[config.mk]
export PLATFORM = sky130hd
export DESIGN_NAME = lcd_hex_writer_flat
export DESIGN_NICKNAME = d
export VERILOG_FILES = /design/src/rtl/lcd_hex_writer_if.sv /design/src/rtl/lcd_hex_writer.sv /design/src/flat_wrapper.sv
export SDC_FILE = /design/constraint.sdc
export NUM_CORES = 1
export LEC_CHECK = 0
export ABC_AREA = 1
export CAP_MARGIN = 20
export CORE_MARGIN = 2
export CORE_UTILIZATION = 54
export CTS_BUF_LIST = sky130_fd_sc_hd__clkbuf_4 sky130_fd_sc_hd__clkbuf_8
export CTS_CLUSTER_DIAMETER = 100
export CTS_CLUSTER_SIZE = 8
export DETAILED_ROUTE_END_ITERATION = 6
export PLACE_DENSITY_LB_ADDON = 0.12
export SETUP_SLACK_MARGIN = 0.05
export SLEW_MARGIN = 0
export SYNTH_ARGS = -nofsm -noshare
export SYNTH_HDL_FRONTEND = slang
export SYNTH_SLANG_ARGS = --single-unit
[constraint.sdc]
create_clock -name clock -period 3.79 [get_ports clock]
set_input_delay 1.137 -clock clock [delete_from_list [all_inputs] [get_ports clock]]
set_output_delay 1.137 -clock clock [all_outputs]
set_load 0.01 [all_outputs]
[src/rtl/lcd_hex_writer_if.sv]
// Write-only HD44780 character-LCD bus: 8-bit data, register select, enable strobe, read/write.
interface lcd_hex_writer_if;
  logic [7:0] LCD_DATA;
  logic       LCD_RS;
  logic       LCD_EN;
  logic       LCD_RW;

  modport master (output LCD_DATA, LCD_RS, LCD_EN, LCD_RW);
  modport slave  (input  LCD_DATA, LCD_RS, LCD_EN, LCD_RW);
endinterface

[src/rtl/lcd_hex_writer.sv]
// Drives an HD44780 LCD: power-up wait, 4-command init, then endless refresh of two
// 32-bit words as 8 uppercase hex characters per row.
module lcd_hex_writer #(
  parameter int unsigned POWERUP_CYCLES    = 750000,
  parameter int unsigned EN_CYCLES         = 12,
  parameter int unsigned CMD_WAIT_CYCLES   = 2500,
  parameter int unsigned CLEAR_WAIT_CYCLES = 100000
) (
  input  logic              clock,
  input  logic              reset,
  input  logic [31:0]       line1,
  input  logic [31:0]       line2,
  lcd_hex_writer_if.master  lcd,
  output logic              init_done,
  output logic              frame_done
);

  localparam int unsigned MAX_AB = (POWERUP_CYCLES > CLEAR_WAIT_CYCLES) ? POWERUP_CYCLES : CLEAR_WAIT_CYCLES;
  localparam int unsigned MAX_CD = (EN_CYCLES > CMD_WAIT_CYCLES) ? EN_CYCLES : CMD_WAIT_CYCLES;
  localparam int unsigned MAX_C  = (MAX_AB > MAX_CD) ? MAX_AB : MAX_CD;
  localparam int unsigned CW     = $clog2(MAX_C + 1);

  typedef enum logic [2:0] {
    POWERUP, INIT, FRAME_START, SETUP, PULSE, HOLD, WAIT, NEXT
  } state_t;

  state_t        state;
  logic [CW-1:0] cnt;
  logic [4:0]    byte_idx;
  logic [4:0]    next_idx;
  logic [31:0]   snap1;
  logic [31:0]   snap2;
  logic [7:0]    data_q;
  logic          rs_q;
  logic          en_q;

  function automatic logic [7:0] init_cmd(input logic [1:0] idx);
    case (idx)
      2'd0:    return 8'h38;
      2'd1:    return 8'h0C;
      2'd2:    return 8'h06;
      default: return 8'h01;
    endcase
  endfunction

  function automatic logic [7:0] hex_char(input logic [3:0] nib);
    return (nib < 4'd10) ? (8'h30 + {4'h0, nib}) : (8'h37 + {4'h0, nib});
  endfunction

  // Returns {rs, data} for frame byte idx; ~n selects nibble 7-n so [31:28] goes first.
  function automatic logic [8:0] frame_byte(input logic [4:0] idx, input logic [31:0] s1,
                                            input logic [31:0] s2);
    logic [31:0] w;
    logic [2:0]  n;
    logic [3:0]  nib;
    w   = (idx <= 5'd8) ? s1 : s2;
    n   = (idx <= 5'd8) ? 3'(idx - 5'd1) : 3'(idx - 5'd10);
    nib = w[{~n, 2'b00} +: 4];
    case (idx)
      5'd0:    return {1'b0, 8'h80};
      5'd9:    return {1'b0, 8'hC0};
      default: return {1'b1, hex_char(nib)};
    endcase
  endfunction

  always_comb begin
    next_idx = byte_idx + 5'd1;
  end

  always_ff @(posedge clock or negedge reset) begin
    if (!reset) begin
      state      <= POWERUP;
      cnt        <= '0;
      byte_idx   <= '0;
      snap1      <= '0;
      snap2      <= '0;
      data_q     <= '0;
      rs_q       <= 1'b0;
      en_q       <= 1'b0;
      init_done  <= 1'b0;
      frame_done <= 1'b0;
    end else begin
      frame_done <= 1'b0;
      case (state)
        // The single INIT cycle is the last idle cycle of the power-up window.
        POWERUP: begin
          if (cnt == CW'(POWERUP_CYCLES - 2)) state <= INIT;
          else cnt <= cnt + 1'b1;
        end
        INIT: begin
          byte_idx <= '0;
          data_q   <= init_cmd(2'd0);
          rs_q     <= 1'b0;
          state    <= SETUP;
        end
        FRAME_START: begin
          snap1             <= line1;
          snap2             <= line2;
          byte_idx          <= '0;
          {rs_q, data_q}    <= frame_byte(5'd0, line1, line2);
          state             <= SETUP;
        end
        SETUP: begin
          en_q  <= 1'b1;
          cnt   <= CW'(EN_CYCLES - 1);
          state <= PULSE;
        end
        PULSE: begin
          if (cnt == '0) begin
            en_q  <= 1'b0;
            state <= HOLD;
          end else begin
            cnt <= cnt - 1'b1;
          end
        end
        HOLD: begin
          cnt   <= (!rs_q && data_q == 8'h01) ? CW'(CLEAR_WAIT_CYCLES - 1) : CW'(CMD_WAIT_CYCLES - 1);
          state <= WAIT;
        end
        WAIT: begin
          if (cnt != '0) begin
            cnt <= cnt - 1'b1;
          end else if (!init_done) begin
            if (byte_idx == 5'd3) begin
              init_done <= 1'b1;
              state     <= FRAME_START;
            end else begin
              byte_idx <= next_idx;
              data_q   <= init_cmd(next_idx[1:0]);
              rs_q     <= 1'b0;
              state    <= SETUP;
            end
          end else if (byte_idx == 5'd17) begin
            frame_done <= 1'b1;
            state      <= NEXT;
          end else begin
            byte_idx       <= next_idx;
            {rs_q, data_q} <= frame_byte(next_idx, snap1, snap2);
            state          <= SETUP;
          end
        end
        NEXT:    state <= FRAME_START;
        default: state <= POWERUP;
      endcase
    end
  end

  assign lcd.LCD_DATA = data_q;
  assign lcd.LCD_RS   = rs_q;
  assign lcd.LCD_EN   = en_q;
  assign lcd.LCD_RW   = 1'b0;

endmodule
[src/flat_wrapper.sv]
// flat-port wrapper written by rule: the top's interface ports become plain ports
module lcd_hex_writer_flat 
#(
  parameter int unsigned POWERUP_CYCLES    = 750000,
  parameter int unsigned EN_CYCLES         = 12,
  parameter int unsigned CMD_WAIT_CYCLES   = 2500,
  parameter int unsigned CLEAR_WAIT_CYCLES = 100000
)
  (clock, reset, line1, line2, init_done, frame_done, lcd_LCD_DATA, lcd_LCD_RS, lcd_LCD_EN, lcd_LCD_RW);
  lcd_hex_writer_if lcd_i ();
  input  logic clock;
  input  logic reset;
  input  logic [31:0] line1;
  input  logic [31:0] line2;
  output logic init_done;
  output logic frame_done;
  output wire logic [$bits(lcd_i.LCD_DATA)-1:0] lcd_LCD_DATA;
  output wire logic [$bits(lcd_i.LCD_RS)-1:0] lcd_LCD_RS;
  output wire logic [$bits(lcd_i.LCD_EN)-1:0] lcd_LCD_EN;
  output wire logic [$bits(lcd_i.LCD_RW)-1:0] lcd_LCD_RW;
  assign lcd_LCD_DATA = lcd_i.LCD_DATA;
  assign lcd_LCD_RS = lcd_i.LCD_RS;
  assign lcd_LCD_EN = lcd_i.LCD_EN;
  assign lcd_LCD_RW = lcd_i.LCD_RW;
  lcd_hex_writer #(.POWERUP_CYCLES(POWERUP_CYCLES), .EN_CYCLES(EN_CYCLES), .CMD_WAIT_CYCLES(CMD_WAIT_CYCLES), .CLEAR_WAIT_CYCLES(CLEAR_WAIT_CYCLES)) u_core (.clock(clock), .reset(reset), .line1(line1), .line2(line2), .lcd(lcd_i), .init_done(init_done), .frame_done(frame_done));
endmodule
[Word level (Yosys, flattened, before mapping)]
Cells that the tools add are included.
Word-level totals
  register bits after elaboration: 104
  latch bits: 0
  memory bits (writable): 0
  ROM bits: 0
  memories kept: 0
Cells by class
  add/sub/neg operators: 7
  multipliers: 0
  divide/modulo/power cells: 0
  order comparisons: 2
  equality and inequality tests: 22
  shift-type cells: 1
  mux-type cells: 40
  bitwise logic cells: 2
  reductions and logical operators: 18
Operators by type and width (number)
  20-bit one-hot mux with 5 select lines: 1
  20-bit two-way mux: 3
  8-bit two-way mux: 5
  32-bit two-way mux: 1
  32-bit by 6-bit indexed part select with 4-bit output: 1
  8-bit one-hot mux with 3 select lines: 1
  3-bit one-hot mux with 7 select lines: 1
  20-bit by 1-bit adder with 20-bit output (second input constant): 1
  20-bit == test (second input constant): 1
  20-bit zero test: 1
  5-bit two-way mux: 4
  20-bit nonzero test: 1
  20-bit by 1-bit subtractor with 20-bit output (second input constant): 1
  3-bit two-way mux: 6
  6-bit one-hot mux with 3 select lines: 1
  9-bit one-hot mux with 2 select lines: 1
  17-bit two-way mux: 1
  6-bit by 4-bit adder with 7-bit output (first input constant): 2
  3-bit == test (second input constant): 4
  1-bit two-way mux: 12
  4-bit AND reduction: 3
  5-bit one-hot mux with 2 select lines: 1
  8-bit by 1-bit == test with 1-bit output (second input constant): 1
  3-bit by 2-bit == test with 1-bit output (second input constant): 2
  other kinds (29): 36

[Depth between registers and ports, before layout]
Gate-level depths: netlist of run 1.
  depth in word-level cells: 12
  gate-level depth with buffers: 24

[Worst setup path before layout of run 1]
No wires, ideal clock.
  kind: register to register
  start point: reg u_core.state[0]
  end point: reg u_core.cnt[19]
  data arrival time: 3.077 ns
  required time: 3.712 ns
  setup slack: 0.635 ns
  cell stages (with the launch flop): 18
  clock period less this slack: 3.155 ns
  path through: dfrtp_1 -> nor2_1 -> inv_1 -> nor2_1 -> inv_1 -> nand2_1 -> ha_1 -> a21oi_1 -> nand2_1 -> a21oi_1 -> o21ai_0 -> a21oi_1 -> o21ai_0 -> a21oi_1 -> o21ai_0 -> nand2_1 -> nand2_1 -> o21bai_1
Between the ends
  word-level cells in the longest chain between the ends: 3
  elaborated cells between the ends (all ways): 11
  classes of those cells: 7 x eq/ne; 1 x mux; 3 x reduce/logical
Ends and longest elaborated chain
  start, declared: line lcd_hex_writer.sv:27  | state_t state;
  start signal, assigned: line lcd_hex_writer.sv:72  | state <= POWERUP;
  start signal, assigned: line lcd_hex_writer.sv:87  | if (cnt == CW'(POWERUP_CYCLES - 2)) state <= INIT;
  start signal, assigned: line lcd_hex_writer.sv:94  | state <= SETUP;
  3-bit by 2-bit == test with 1-bit output, or another cell as far along: line lcd_hex_writer.sv:84  | case (state)
  5-bit nonzero test (no line), or another cell as far along
  4-bit AND reduction (no line)
  end signal, assigned: line lcd_hex_writer.sv:88  | else cnt <= cnt + 1'b1;
  end signal, assigned: line lcd_hex_writer.sv:105  | cnt <= CW'(EN_CYCLES - 1);
  end signal, assigned: line lcd_hex_writer.sv:113  | cnt <= cnt - 1'b1;
  end, declared: line lcd_hex_writer.sv:28  | logic [CW-1:0] cnt;
Several ways; a longest one is shown, not always the timed one.
A chain may end at the register's enable or synchronous reset.

[Final worst setup path of run 1]
  start point: reg u_core.state[0]
  end point: reg u_core.cnt[14]
Same word-level chain as after synthesis.

==> results.cfg, run 1 <==
[hold_path]
hp-start = u_core.snap1[11]
timing.hold.worst.class = flip-flop to flip-flop

[power_and_ir_drop]
power_per_cell_area_nw_per_um2 = 267.6
power_switching_mw = 0.4418
power.static_leakage_nw = 3.557
clock_power_share = 0.379
comb_power_share = 0.047
max-vdd-ir-drop_uv = 252.1
power_switching_share = 0.2288
power.internal_mw = 1.489
power.share.sequential = 0.574

[worst_setup_path]
arrival_ns = 3.67
cell_by_cell_listing_of_the_critical_path = nor2_1 > inv_1 > nor2_1 > inv_1 > nand2_1 > buf_4 > fa_1 > nand2_1 > inv_1 > o21ai_0 > nand2_1 > nand2_1 > nand2_1 > nand2_1 > nand2_1 > nand2_1 > nand2_1 > inv_1 > o21ai_0 > nand3_1 > nand2_1 > nand2_1 > nand2_1 > o22ai_1
critPathRequiredTime_ns = 4.07
critPathLaunch = u_core.state[0]
cpMostUsedCell = sky130_fd_sc_hd__nand2_1
timing.critical_path.max_delay_family = simple AND/OR/NAND/NOR gates
cp_max_fo = 16
critical_path.n_buffers_inverters = 5
worst_setup_path_start_kind = flip-flop
worst_r2r_startpoint = u_core.state[0]
longest_individual_stage_delay_on_the_worst_path_ns = 0.42
crit_slowest_cell = sky130_fd_sc_hd__dfrtp_1
critical_path_class = flip-flop to flip-flop
timing.critical_path.to_type = flip-flop

[drt]
ant_nets = 0
total_via_count_in_the_routed_design = 5658
route.detailed.drc = 0
drt_pass1_iterations = 4
via_per_inst = 5.389
drt_first_iter_violations = 393
routed_wire_length_per_instance_um = 14.39
detail_route.wirelength_mm = 15.11

[cts]
max-clock-path-buffers = 2
cts-htree-levels = 3
cts_tree = done
cts_sinks = 104
clkLatencyLatePin_ns = 0.40
post_cts_buffers = 0
clk_pin_slew_worst_paths_ns = 0.10
cts-buffers-inserted = 9
hold_buffers = 0
cts.root.buffer_cell = sky130_fd_sc_hd__clkbuf_8

[final_layout]
synthToLayoutAreaGrowth_pct = 17.64
antenna_diodes = 0
commonest_cells_after_routing_fill_and_taps_aside = sky130_fd_sc_hd__nand2_1 (374), sky130_fd_sc_hd__dfrtp_1 (103), sky130_fd_sc_hd__clkdlybuf4s50_1 (76)
final_common_cell = sky130_fd_sc_hd__nand2_1
finish.cell_count_without_fillers = 1050
finish.net_count = 996
final_layout_size_suffix_gt1_frac = 0.06484

[sta]
finalCriticalPeriod_ns = 3.385
maxSlewViolCount = 0
max_freq_ghz = 0.2954
max-slew-margin-rel = 0.4783
transition_at_the_pin_with_the_smallest_max_transition_slack_ns = 0.7806
grt_setup_unrepaired = true
finalCritPeriodShare = 0.8932
setup-tns-final_ns = 0
finalHoldViolCount = 0
finalSetupViolations = 0
finClkSkew_ns = 0.01219

[global_routing]
grt_pass1_wl_mm = 26.14
grt_pass1_vias = 5659
grt_start_max_net_pins = 60
grt.overflow.total = 0
initial_antenna_violation_count = 0
global_route.usage.total = 0.2599

[place]
placer_congestion = 0.9488
place_inst = 1034
port_buffers = 77
dp.final_hpwl_mm = 11.16

[logic_synthesis]
synth-warning-count = 0
yosys_register_bits = 104
postSynthCellCount = 836
synth_ff_type = sky130_fd_sc_hd__dfrtp_1
seq_area_frac_synth = 0.4242
synthArstFlopShare = 1.000
syn_area_um2 = 6135
synth_area_per_inst_um2 = 7.338
edff_count_synth = 0
synth_cell_types = 41
postSynthNetCount = 927

[die]
die_area_um2 = 12230
placement_rows = 38
start_util = 0.5586
top_level_ports = 79
die_x_um = 110.6
core_area_um2 = 10980
height_of_the_die_um = 110.6

[status]
outcome = finished clean

[job]
max_capacitance_violation_total = 0
==> power by group through the flow <==
stage | Combinational, mW | Clock, mW | Sequential (mW)
finish | 0.0909 | 0.732 | 1.11
global route | 0.101 | 0.794 | 1.11
CTS | 0.0930 | 0.750 | 1.11
detailed placement | 0.0928 | 0 | 1.13
global placement | 0.0919 | 0 | 1.13
floorplan | 0.00120 | 0 | 1.13
==> repair_timing <==
action                     in CTS  in global routing
resized for setup               0                  2
setup endpoints to repair       0                  4
hold endpoints to repair        0                  0
==> cell usage after synthesis (8+ instances only) <==
master	n	area share
sky130_fd_sc_hd__clkbuf_1	14	0.0086
sky130_fd_sc_hd__nand3_1	38	0.031
sky130_fd_sc_hd__o21ai_0	26	0.021
sky130_fd_sc_hd__nand4_1	13	0.013
sky130_fd_sc_hd__nor3_1	11	0.0090
sky130_fd_sc_hd__nor2_1	45	0.028
sky130_fd_sc_hd__ha_1	24	0.049
sky130_fd_sc_hd__dfrtp_1	104	0.42
sky130_fd_sc_hd__nand2_1	374	0.23
sky130_fd_sc_hd__o22ai_1	8	0.0082
sky130_fd_sc_hd__inv_1	60	0.037
sky130_fd_sc_hd__o211ai_1	8	0.0098
sky130_fd_sc_hd__a21oi_1	32	0.026
sky130_fd_sc_hd__nand2_4	8	0.015
==> sequential cells by signal (all words and copies together), names as in the netlist <==
signal / count
u_core.lcd.LCD_DATA: 8
u_core.byte_idx: 5
u_core.snap2: 32
u_core.lcd.LCD_EN: 1
u_core.lcd.LCD_RS: 1
u_core.frame_done: 1
u_core.snap1: 32
u_core.init_done: 1
u_core.cnt: 20
u_core.state: 3
==> cell families after synthesis <==
logic type,synth area share
xor+xnor,0.01693
buf+inv,0.06139
other cells,0.0006113
simple gates,0.3645
compound gates,0.08016
flops,0.4242
fa+ha+maj,0.05221
==> worst min-delay path, stage by stage (launching register included) <==
cell and delay [ns]:
sky130_fd_sc_hd__dfrtp_1 0.36, sky130_fd_sc_hd__nand2_1 0.06, sky130_fd_sc_hd__nand2_1 0.05
==> cell type report <==
class | instances | area [um^2]
fillers | 986 | 3766
multi-input cells | 641 | 3163
clock inverters | 6 | 72.57
clock buffers | 10 | 131.4
inverters | 68 | 260.3
repair buffers | 81 | 810.8
flip-flops and latches | 104 | 2604
well taps | 140 | 175.2
==> routing by layer <==
| metal | vias up | GRT usage | wire [um] |
|---|---|---|---|
| li1 | 2804 | - | - |
| met1 | 2622 | 0.3348 | 6549 |
| met2 | 196 | 0.4311 | 7272 |
| met3 | 36 | 0.06312 | 915 |
| met4 | 0 | 0.08750 | 373 |
| met5 | - | 0 | 0 |
==> per-stage QoR <==
stage | hold WS (ns) | util | cell area (um^2) | setup WS (ns) | power [mW]
2_1_floorplan | 0.4420 | - | 6135 | 0.6352 | 1.132
3_3_place_gp | 0.4544 | 0.6384 | 7012 | 0.5319 | 1.223
3_5_place_dp | 0.4586 | 0.6384 | 7012 | 0.4050 | 1.223
4_1_cts | 0.4832 | 0.6570 | 7216 | 0.3738 | 1.952
5_1_grt | 0.5076 | 0.6571 | 7217 | 0.03083 | 2.003
6_report | 0.4823 | 0.6571 | 7217 | 0.4049 | 1.931
==> path summary, 6_finish.rpt <==
path                                            to  slack, ns  cells past startpoint
worst min register to register    u_core.snap1[11]       0.48                      2
worst min-delay path              u_core.snap1[11]       0.48                      2
min in group asynchronous       u_core.byte_idx[2]       0.73                      1
worst max register to register      u_core.cnt[14]       0.40                     24
max in group asynchronous         u_core.snap1[27]       2.35                      2
worst max-delay path                u_core.cnt[14]       0.40                     24
Note: power is estimated with default switching activity, not from simulation.
==> inputs of run 2 (changes only) <==
--- a/config.mk
+++ b/config.mk
@@ -8,12 +8,13 @@
 export ABC_AREA = 1
 export CAP_MARGIN = 20
 export CORE_MARGIN = 2
-export CORE_UTILIZATION = 54
+export CORE_UTILIZATION = 55
 export CTS_BUF_LIST = sky130_fd_sc_hd__clkbuf_4 sky130_fd_sc_hd__clkbuf_8
 export CTS_CLUSTER_DIAMETER = 100
 export CTS_CLUSTER_SIZE = 8
 export DETAILED_ROUTE_END_ITERATION = 6
 export PLACE_DENSITY_LB_ADDON = 0.12
+export REMOVE_ABC_BUFFERS = 1
 export SETUP_SLACK_MARGIN = 0.05
 export SLEW_MARGIN = 0
 export SYNTH_ARGS = -nofsm -noshare
==> run 2 against run 1 <==
Net effect:
- final area about the same
- total power increased by 0.27%
- flip-flop and latch count unchanged
- routed wire length decreased by 4.0%
- fmax decreased by 0.45%
- critical path type unchanged
==> results.cfg, run 2 (same netlist as run 1, synthesis figures left out) <==
[status]
outcome = finished clean

[worst_setup_path]
critPathRequiredTime_ns = 4.11
reg2reg_setup_slack_ns = 0.39
cpMostUsedCell = sky130_fd_sc_hd__nand2_1
worst_setup_path_start_kind = flip-flop
critPathLaunch = u_core.byte_idx[0]
timing.reg2reg.worst_path_depth = 21
arrival_ns = 3.72
path_depth = 21
crit-reg2reg-capture = u_core.lcd.LCD_DATA[2]
timing.critical_path.to_type = flip-flop
cp_max_fo = 24
crit_slowest_cell = sky130_fd_sc_hd__dfrtp_2
setup.worst_path.end = u_core.lcd.LCD_DATA[2]
critical_path_class = flip-flop to flip-flop
worst_r2r_startpoint = u_core.byte_idx[0]
timing.critical_path.max_delay_family = simple AND/OR/NAND/NOR gates
critical_path.n_buffers_inverters = 4
cell_by_cell_listing_of_the_critical_path = ha_1 > inv_1 > nand2_1 > nand2_4 > nor2_8 > nand2_4 > nand2_8 > inv_4 > o21ai_1 > nand2_2 > clkinv_1 > o211ai_1 > nand2_1 > inv_1 > ha_1 > nand3_1 > o21ai_1 > nand2_1 > nand2_1 > nand2_1 > nand2_1
longest_individual_stage_delay_on_the_worst_path_ns = 0.52

[drt]
drt_first_iter_violations = 384
drt_pass1_iterations = 5
detail_route.wirelength_mm = 14.50
route.detailed.drc = 0
via_per_inst = 5.291
ant_nets = 0
total_via_count_in_the_routed_design = 5561
routed_wire_length_per_instance_um = 13.80

[final_layout]
final_layout_size_suffix_gt1_frac = 0.06696
biggestRegsByFlops = u_core.snap1 x32, u_core.snap2 x32, u_core.cnt x20
synthToLayoutAreaGrowth_pct = 17.68
antenna_diodes = 0
commonest_cells_after_routing_fill_and_taps_aside = sky130_fd_sc_hd__nand2_1 (373), sky130_fd_sc_hd__dfrtp_1 (103), sky130_fd_sc_hd__clkdlybuf4s50_1 (76)
finish.cell_count_without_fillers = 1051
final_common_cell = sky130_fd_sc_hd__nand2_1
finish.net_count = 997
finished_layout_cell_area_um2 = 7219
final_core_utilization = 0.6660
nFillCells = 947

[global_routing]
initial_antenna_violation_count = 0
grt_pass1_vias = 5309
grt_pass1_wl_mm = 24.37
grt.overflow.total = 0
global_route.usage.total = 0.2582
grt_start_max_net_pins = 77

[sta]
finalHoldWorstSlack_ns = 0.4824
setup_slack_ns = 0.3898
finalCritPeriodShare = 0.8972
max_freq_ghz = 0.2941
max-slew-margin-rel = 0.3533
finalSetupViolations = 0
finClkSkew_ns = 0.01826
finalHoldViolCount = 0
finalCriticalPeriod_ns = 3.400
grt_setup_unrepaired = false
maxSlewViolCount = 0
transition_at_the_pin_with_the_smallest_max_transition_slack_ns = 0.9701
setup-tns-final_ns = 0

[place]
dp.final_hpwl_mm = 10.44
placed_area_um2 = 7007
placer_congestion = 0.9038
dpl_worst_slack_ns = 0.2978
place_inst = 1035
port_buffers = 77

[die]
start_util = 0.5659
height_of_the_die_um = 109.6
die_x_um = 109.6
placement_rows = 38
core_area_um2 = 10840
top_level_ports = 79
die_area_um2 = 12010

[cts]
cts.root.buffer_cell = sky130_fd_sc_hd__clkbuf_8
cts_sinks = 104
cts-htree-levels = 3
max-clock-path-buffers = 2
post_cts_buffers = 0
clk_pin_slew_worst_paths_ns = 0.10
cts-buffers-inserted = 9
clkLatencyLatePin_ns = 0.39
cts_tree = done

[power_and_ir_drop]
power.static_leakage_nw = 3.556
p_total_mw = 1.936
max-vdd-ir-drop_uv = 305.2
power_per_cell_area_nw_per_um2 = 268.2

[hold_path]
timing.hold.worst.class = flip-flop to flip-flop

[job]
max_capacitance_violation_total = 0
run 2: cell types whose count changed in the layout (fill, tap and decap cells not counted), sizes merged:
| cell | previous run | this run |
|---|---|---|
| clkbuf | 10 | 9 |
| buf | 5 | 6 |
| clkinvlp | 1 | 2 |
run 2: worst min path at each step:
stage	start	cells after the start	end
after floorplan	u_core.snap2[13]	2	u_core.snap2[13]
after global placement	u_core.snap2[22]	2	u_core.snap2[22]
after detailed placement	u_core.snap1[28]	2	u_core.snap1[28]
after CTS	u_core.snap1[28]	2	u_core.snap1[28]
after global routing	u_core.snap2[13]	2	u_core.snap2[13]
final	u_core.snap2[15]	2	u_core.snap2[15]
run 2: area by class of cell:
cell class | instances | area, um^2 | share of cell area
Multi-Input combinational cell | 641 | 3166 | 0.4385
Sequential cell | 104 | 2604 | 0.3607
Timing Repair Buffer | 82 | 805.8 | 0.1116
Inverter | 68 | 260.3 | 0.03605
Tap cell | 140 | 175.2 | 0.02426
Clock buffer | 9 | 123.9 | 0.01716
Clock inverter | 7 | 85.08 | 0.01179
run 2: repair_timing:
item                                    CTS  global route
hold buffers                              0             0
gates resized for setup                   0             3
endpoints found under the setup margin    0             4
run 2: power by group:
| part | internal [mW] | switching (mW) | total, mW |
|---|---|---|---|
| clock | 0.318 | 0.420 | 0.738 |
| sequential | 1.11 | 0 | 1.11 |
| combinational | 0.0588 | 0.0312 | 0.0900 |
| total | 1.49 | 0.451 | 1.94 |
run 2: layer usage:
metal,up-vias,global-route usage,part of all wire
li1,2809,-,-
met5,-,0,0
met3,22,0.05750,0.052
met1,2568,0.3355,0.44
met4,0,0.06872,0.018
met2,162,0.4361,0.49
run 2: tightest hold or removal path, cell delays in order, from the launching register on:
cell,delay [ns]
sky130_fd_sc_hd__dfrtp_1,0.36
sky130_fd_sc_hd__nand2_1,0.05
sky130_fd_sc_hd__nand2_1,0.04
